===== src/rtl/data_mem_access.sv =====
// Memory-stage access controller: req/ack handshake with data memory,
// pipeline stall generation, misalignment and timeout detection.
module data_mem_access #(
    parameter int unsigned TIMEOUT  = 16,
    parameter logic [31:0] ERR_DATA = 32'hDEAD_BEEF
) (
    input  logic        clk_i,
    input  logic        rst_i,
    input  logic        memRead_i,
    input  logic        memWrite_i,
    input  logic [31:0] addr_i,
    input  logic [31:0] wdata_i,
    output logic        mem_req_o,
    output logic        mem_we_o,
    output logic [31:0] mem_addr_o,
    output logic [31:0] mem_wdata_o,
    input  logic        mem_ack_i,
    input  logic [31:0] mem_rdata_i,
    output logic        stall_o,
    output logic [31:0] rdata_o,
    output logic        err_o,
    output logic [1:0]  err_code_o
);

    typedef enum logic [1:0] {
        IDLE,
        WAIT,
        DONE
    } state_e;

    state_e      state_q, state_d;
    logic [7:0]  cnt_q, cnt_d;
    logic        req_q, req_d;
    logic        we_q, we_d;
    logic [31:0] addr_q, addr_d;
    logic [31:0] wdata_q, wdata_d;
    logic [31:0] rdata_q, rdata_d;
    logic        err_q, err_d;
    logic [1:0]  code_q, code_d;

    logic access;
    logic aligned;

    assign access  = memRead_i | memWrite_i;
    assign aligned = (addr_i[1:0] == 2'b00);

    always_comb begin
        state_d = state_q;
        cnt_d   = cnt_q;
        req_d   = req_q;
        we_d    = we_q;
        addr_d  = addr_q;
        wdata_d = wdata_q;
        rdata_d = rdata_q;
        err_d   = err_q;
        code_d  = code_q;
        unique case (state_q)
            IDLE: begin
                if (access && !aligned) begin
                    err_d  = 1'b1;
                    code_d = 2'b01;
                end else if (access) begin
                    req_d   = 1'b1;
                    we_d    = memWrite_i;
                    addr_d  = {addr_i[31:2], 2'b00};
                    wdata_d = wdata_i;
                    cnt_d   = 8'd0;
                    state_d = WAIT;
                    if (memRead_i && memWrite_i) begin
                        err_d  = 1'b1;
                        code_d = 2'b11;
                    end
                end
            end
            WAIT: begin
                // An ack in the final counted cycle beats the timeout.
                if (mem_ack_i) begin
                    req_d   = 1'b0;
                    state_d = DONE;
                    if (!we_q) rdata_d = mem_rdata_i;
                end else if (cnt_q == 8'(TIMEOUT - 1)) begin
                    req_d   = 1'b0;
                    err_d   = 1'b1;
                    code_d  = 2'b10;
                    state_d = DONE;
                    if (!we_q) rdata_d = ERR_DATA;
                end else begin
                    cnt_d = cnt_q + 8'd1;
                end
            end
            DONE: state_d = IDLE;
            default: state_d = IDLE;
        endcase
    end

    always_ff @(posedge clk_i or negedge rst_i) begin
        if (!rst_i) begin
            state_q <= IDLE;
            cnt_q   <= 8'd0;
            req_q   <= 1'b0;
            we_q    <= 1'b0;
            addr_q  <= 32'd0;
            wdata_q <= 32'd0;
            rdata_q <= 32'd0;
            err_q   <= 1'b0;
            code_q  <= 2'b00;
        end else begin
            state_q <= state_d;
            cnt_q   <= cnt_d;
            req_q   <= req_d;
            we_q    <= we_d;
            addr_q  <= addr_d;
            wdata_q <= wdata_d;
            rdata_q <= rdata_d;
            err_q   <= err_d;
            code_q  <= code_d;
        end
    end

    // Gated by reset so the pipeline is released while reset is held.
    assign stall_o = rst_i &
                     ((state_q == WAIT) ||
                      ((state_q == IDLE) && access && aligned));

    assign mem_req_o   = req_q;
    assign mem_we_o    = we_q;
    assign mem_addr_o  = addr_q;
    assign mem_wdata_o = wdata_q;
    assign rdata_o     = rdata_q;
    assign err_o       = err_q;
    assign err_code_o  = code_q;

endmodule


===== config.mk =====
export PLATFORM = sky130hd
export DESIGN_NAME = data_mem_access
export DESIGN_NICKNAME = d
export VERILOG_FILES = /design/src/rtl/data_mem_access.sv
export SDC_FILE = /design/constraint.sdc
export NUM_CORES = 1
export LEC_CHECK = 0
export BUFFER_PORTS_ARGS = -buffer_cell sky130_fd_sc_hd__buf_2
export CAP_MARGIN = 25
export CORE_MARGIN = 8
export CORE_UTILIZATION = 44
export CTS_BUF_LIST = sky130_fd_sc_hd__clkbuf_8
export DETAILED_ROUTE_END_ITERATION = 8
export GPL_TIMING_DRIVEN = 0
export PLACE_DENSITY = 0.77
export SLEW_MARGIN = 20
export SYNTH_ARGS = -nofsm -noshare
export SYNTH_HDL_FRONTEND = slang
export SYNTH_SLANG_ARGS = --single-unit

===== constraint.sdc =====
create_clock -name clk_i -period 1.97 [get_ports clk_i]
set_input_delay 0.0985 -clock clk_i [delete_from_list [all_inputs] [get_ports clk_i]]
set_output_delay 0.0985 -clock clk_i [all_outputs]
set_load 0.03 [all_outputs]

==> run_results.csv <==
group,metric,value,unit
synthesis,ys_ff_latch,109,
worst_setup_path,reg2reg_to,"cnt_q[7]",
worst_setup_path,slowest_delay,0.50,ns
synthesis,synth-edff-count,0,
grt,overflow,0,
timing,hold_slack,0.0772,ns
synthesis,synthCells,283,
finish,stdcell_area,6660,um2
timing,final.min_clock_period,1.85,ns
placement,dpl_cell_area,5430,um2
timing,worst_slew_margin_rel,61.9,%
hold_path,hold_path.class,"in -> reg",
hold_path,holdPathStages,3,
synthesis,synth_top_family_by_area,"multiplexers",
worst_setup_path,cp-end-kind,"flop",
pwr,peakVddDrop,0.710,mV
cts,clock_path_buffers,2,
worst_setup_path,path_delay_family,"simple AND/OR/NAND/NOR gates",
worst_setup_path,crit_slowest_cell,"or4_1",
placement,hpwl,8360,um
synthesis,async_flop_share,100,%
grt,grt_pass1_vias,3840,
synthesis,synthSimpleGateAreaFrac,4.91,%
timing,slew_violations,0,
worst_setup_path,crit_path_cell_trace,"ha_2 > and3_4 > a211o_4 > or4_1 > o221ai_1",
timing,setup_viol,0,
synthesis,synth-compound-area-share,10.5,%
timing,timing.final.crit_share,94.1,%
route,wl_per_cell,17.1,um
cts,htree_num_levels,3,
synthesis,synth_xor_area_share,0,%
grt,grt_max_degree,67,
route,drtIter0Drc,199,
die,row_count,35,
worst_setup_path,critPathMaxFanout,6,
timing,finClkSkew,0.0119,ns
synthesis,yosys_warnings,0,
route,ant_nets,0,
timing,max_freq,539,MHz
synthesis,synth_flop_cell,"dfrtp_1",
synthesis,ys_types,40,
worst_setup_path,reg2reg_depth,5,
synthesis,synth_area,4230,um2
die,initial_core_util,45.6,%
worst_setup_path,critPathRequiredTime,2.25,ns
timing,rsz0062_at_grt,"no",
synthesis,synth.avg_cell_area,14.9,um2
cts,path_clk_slew,0.10,ns
worst_setup_path,r2r-start,"cnt_q[1]",
synthesis,synth-seq-area-share,64.5,%
die,die_w,114,um
finish,ff_latch_area,2730,um2
timing,setup_slack,0.115,ns
cts,cts.sinks,109,
cts,cts_root_buf,"clkbuf_8",
placement,place_congestion,0.783,
pwr,power_density,1240,nW/um2
finish,nets,693,
die,coreArea,9280,um2
worst_setup_path,worstPathArrival,2.14,ns
route,drc,0,
finish,drive_gt1_share,45.1,%
job,maxCapViolCount,0,
timing,hold_viol,0,
cts,clk_latency,0.36,ns
placement,pre_cts_slack,0.0424,ns
outcome,status,"complete, no violations",
route,vias,3577,
worst_setup_path,path_buf_inv,0,
hold_path,holdPathEnd,"state_q[1]",
grt,grt_use_total,19.3,%
die,dieArea,13000,um2
cts,cts_tree,"done",
placement,port_buffers,200,
finish,fill_cells,642,
hold_path,hp-start,"mem_ack_i",
cts,numCtsBuffers,9,
route,wl,12400,um
worst_setup_path,start_kind,"flop",
grt,grt_pass1_wl,19800,um
route,via_per_inst,4.91,
synthesis,synth_fa_ha_area_share,0.532,%
die,ioPinCount,203,
finish,multi_input_area,1430,um2
worst_setup_path,path_class,"reg -> reg",
route,first_pass_iters,4,
worst_setup_path,regToRegSetupSlack,0.12,ns
pwr,power.leakage,3.16,nW
die,chipHeight,114,um
timing,tightest_slew,0.569,ns
grt,antenna_found_initial,4,
finish,syn_to_final_growth,57.5,%
synthesis,synth_mux_area_share,17.0,%
[state kept, by name, indices dropped and copies added, names as in the netlist]
signal       flops
mem_addr_o      30
mem_we_o         1
rdata_o         32
state_q          2
mem_req_o        1
err_code_o       2
mem_wdata_o     32
cnt_q            8
err_o            1
[stage by stage]
step	TNS [ns]	instances	total power, mW	utilization (%)
finish	0	728	8.24	71.8
global route	0	728	8.64	71.8
CTS	0	727	8.30	71.4
detailed placement	0	614	6.64	58.5
global placement	-42.96	613	6.54	58.1
floorplan	0	284	5.49	-
[layer usage]
metal	GRT usage [%]	vias up	share of wire [%]
met5	0	-	0.080
met1	20.2	1780	37
met4	7.36	2	2.2
li1	-	1652	-
met3	6.65	26	6.2
met2	35.1	117	55
[synth_stat cells, types with 2 or more instances]
| master | instances | area share [%] |
|---|---|---|
| mux2_1 | 33 | 8.8 |
| and3_1 | 3 | 0.44 |
| clkbuf_1 | 2 | 0.18 |
| or2_1 | 2 | 0.30 |
| o21ai_1 | 2 | 0.24 |
| a31oi_1 | 2 | 0.30 |
| buf_2 | 6 | 0.71 |
| a22o_1 | 8 | 1.7 |
| a211o_1 | 2 | 0.41 |
| a21oi_1 | 7 | 0.83 |
| nand2b_1 | 2 | 0.30 |
| dfrtp_1 | 109 | 64 |
| o21ai_0 | 5 | 0.59 |
| o21a_1 | 3 | 0.53 |
| nor4_4 | 2 | 1.0 |
| nand2_1 | 6 | 0.53 |
| nor2_1 | 5 | 0.44 |
| nand3_1 | 2 | 0.24 |
| mux2_2 | 30 | 8.0 |
| buf_4 | 8 | 1.4 |
| inv_1 | 2 | 0.18 |
| o22a_1 | 24 | 5.0 |
[worst reg2reg max path, cell delays in order (launching register included)]
cell	delay (ns)
dfrtp_1	0.41
ha_2	0.22
and3_4	0.20
a211o_4	0.36
or4_1	0.50
o221ai_1	0.08
[layout make-up]
class                   count  share of cell area (%)
inverters                   2                   0.113
clock buffers              11                    2.27
clock inverters             5                    1.11
repair buffers            298                    30.2
multi-input cells         157                    21.4
diodes                      3                   0.113
plain buffers              14                    1.35
well taps                 129                    2.42
flip-flops and latches    109                    41.0
[how the worst max path moves through the flow]
stage	depth (start not counted)	to	from
after floorplan	5	cnt_q[7]	cnt_q[0]
after global placement	3	stall_o	rst_i
after detailed placement	6	cnt_q[4]	cnt_q[0]
after CTS	5	stall_o	state_q[1]
after global routing	5	cnt_q[7]	cnt_q[1]
final	5	cnt_q[7]	cnt_q[1]
[cell families after synthesis]
kind of cell / after synthesis
other cells: 1
compound gates: 58
fa+ha+maj: 2
simple gates: 31
flops: 109
mux: 64
buf+inv: 18
[repair_timing]
item,CTS,global route
gates resized for setup,3,9
hold endpoints to repair,160,0
hold buffers,96,0
endpoints found under the setup margin,1,35
pin swaps,1,1
setup buffers,1,0
cloned,0,0
[cells in the final DEF (no fill, tap or decap), drive strengths merged, types with 2 or more instances in the layout]
cell / synthesis / routed
and3: 3 / 3
a31oi: 2 / 2
diode: 0 / 3
or2: 2 / 2
o22a: 24 / 24
o21ai: 7 / 7
bufinv: 0 / 2
a211o: 2 / 2
mux2: 63 / 63
clkbuf: 2 / 12
dfrtp: 109 / 109
nand3: 2 / 2
nand2b: 3 / 3
clkinv: 0 / 2
nor4: 3 / 3
buf: 14 / 215
o21a: 3 / 3
conb: 1 / 2
a22o: 8 / 8
nand2: 6 / 6
a21oi: 7 / 7
dlygate4sd3: 0 / 96
nor2: 5 / 5
inv: 2 / 3
[where the power goes]
group	leakage [nW]	switching [mW]	internal (mW)
Clock	0.121	0.699	0.777
Sequential	1.28	0.386	2.96
Combinational	1.76	2.22	1.20
Power figures use the tool's default switching activity.
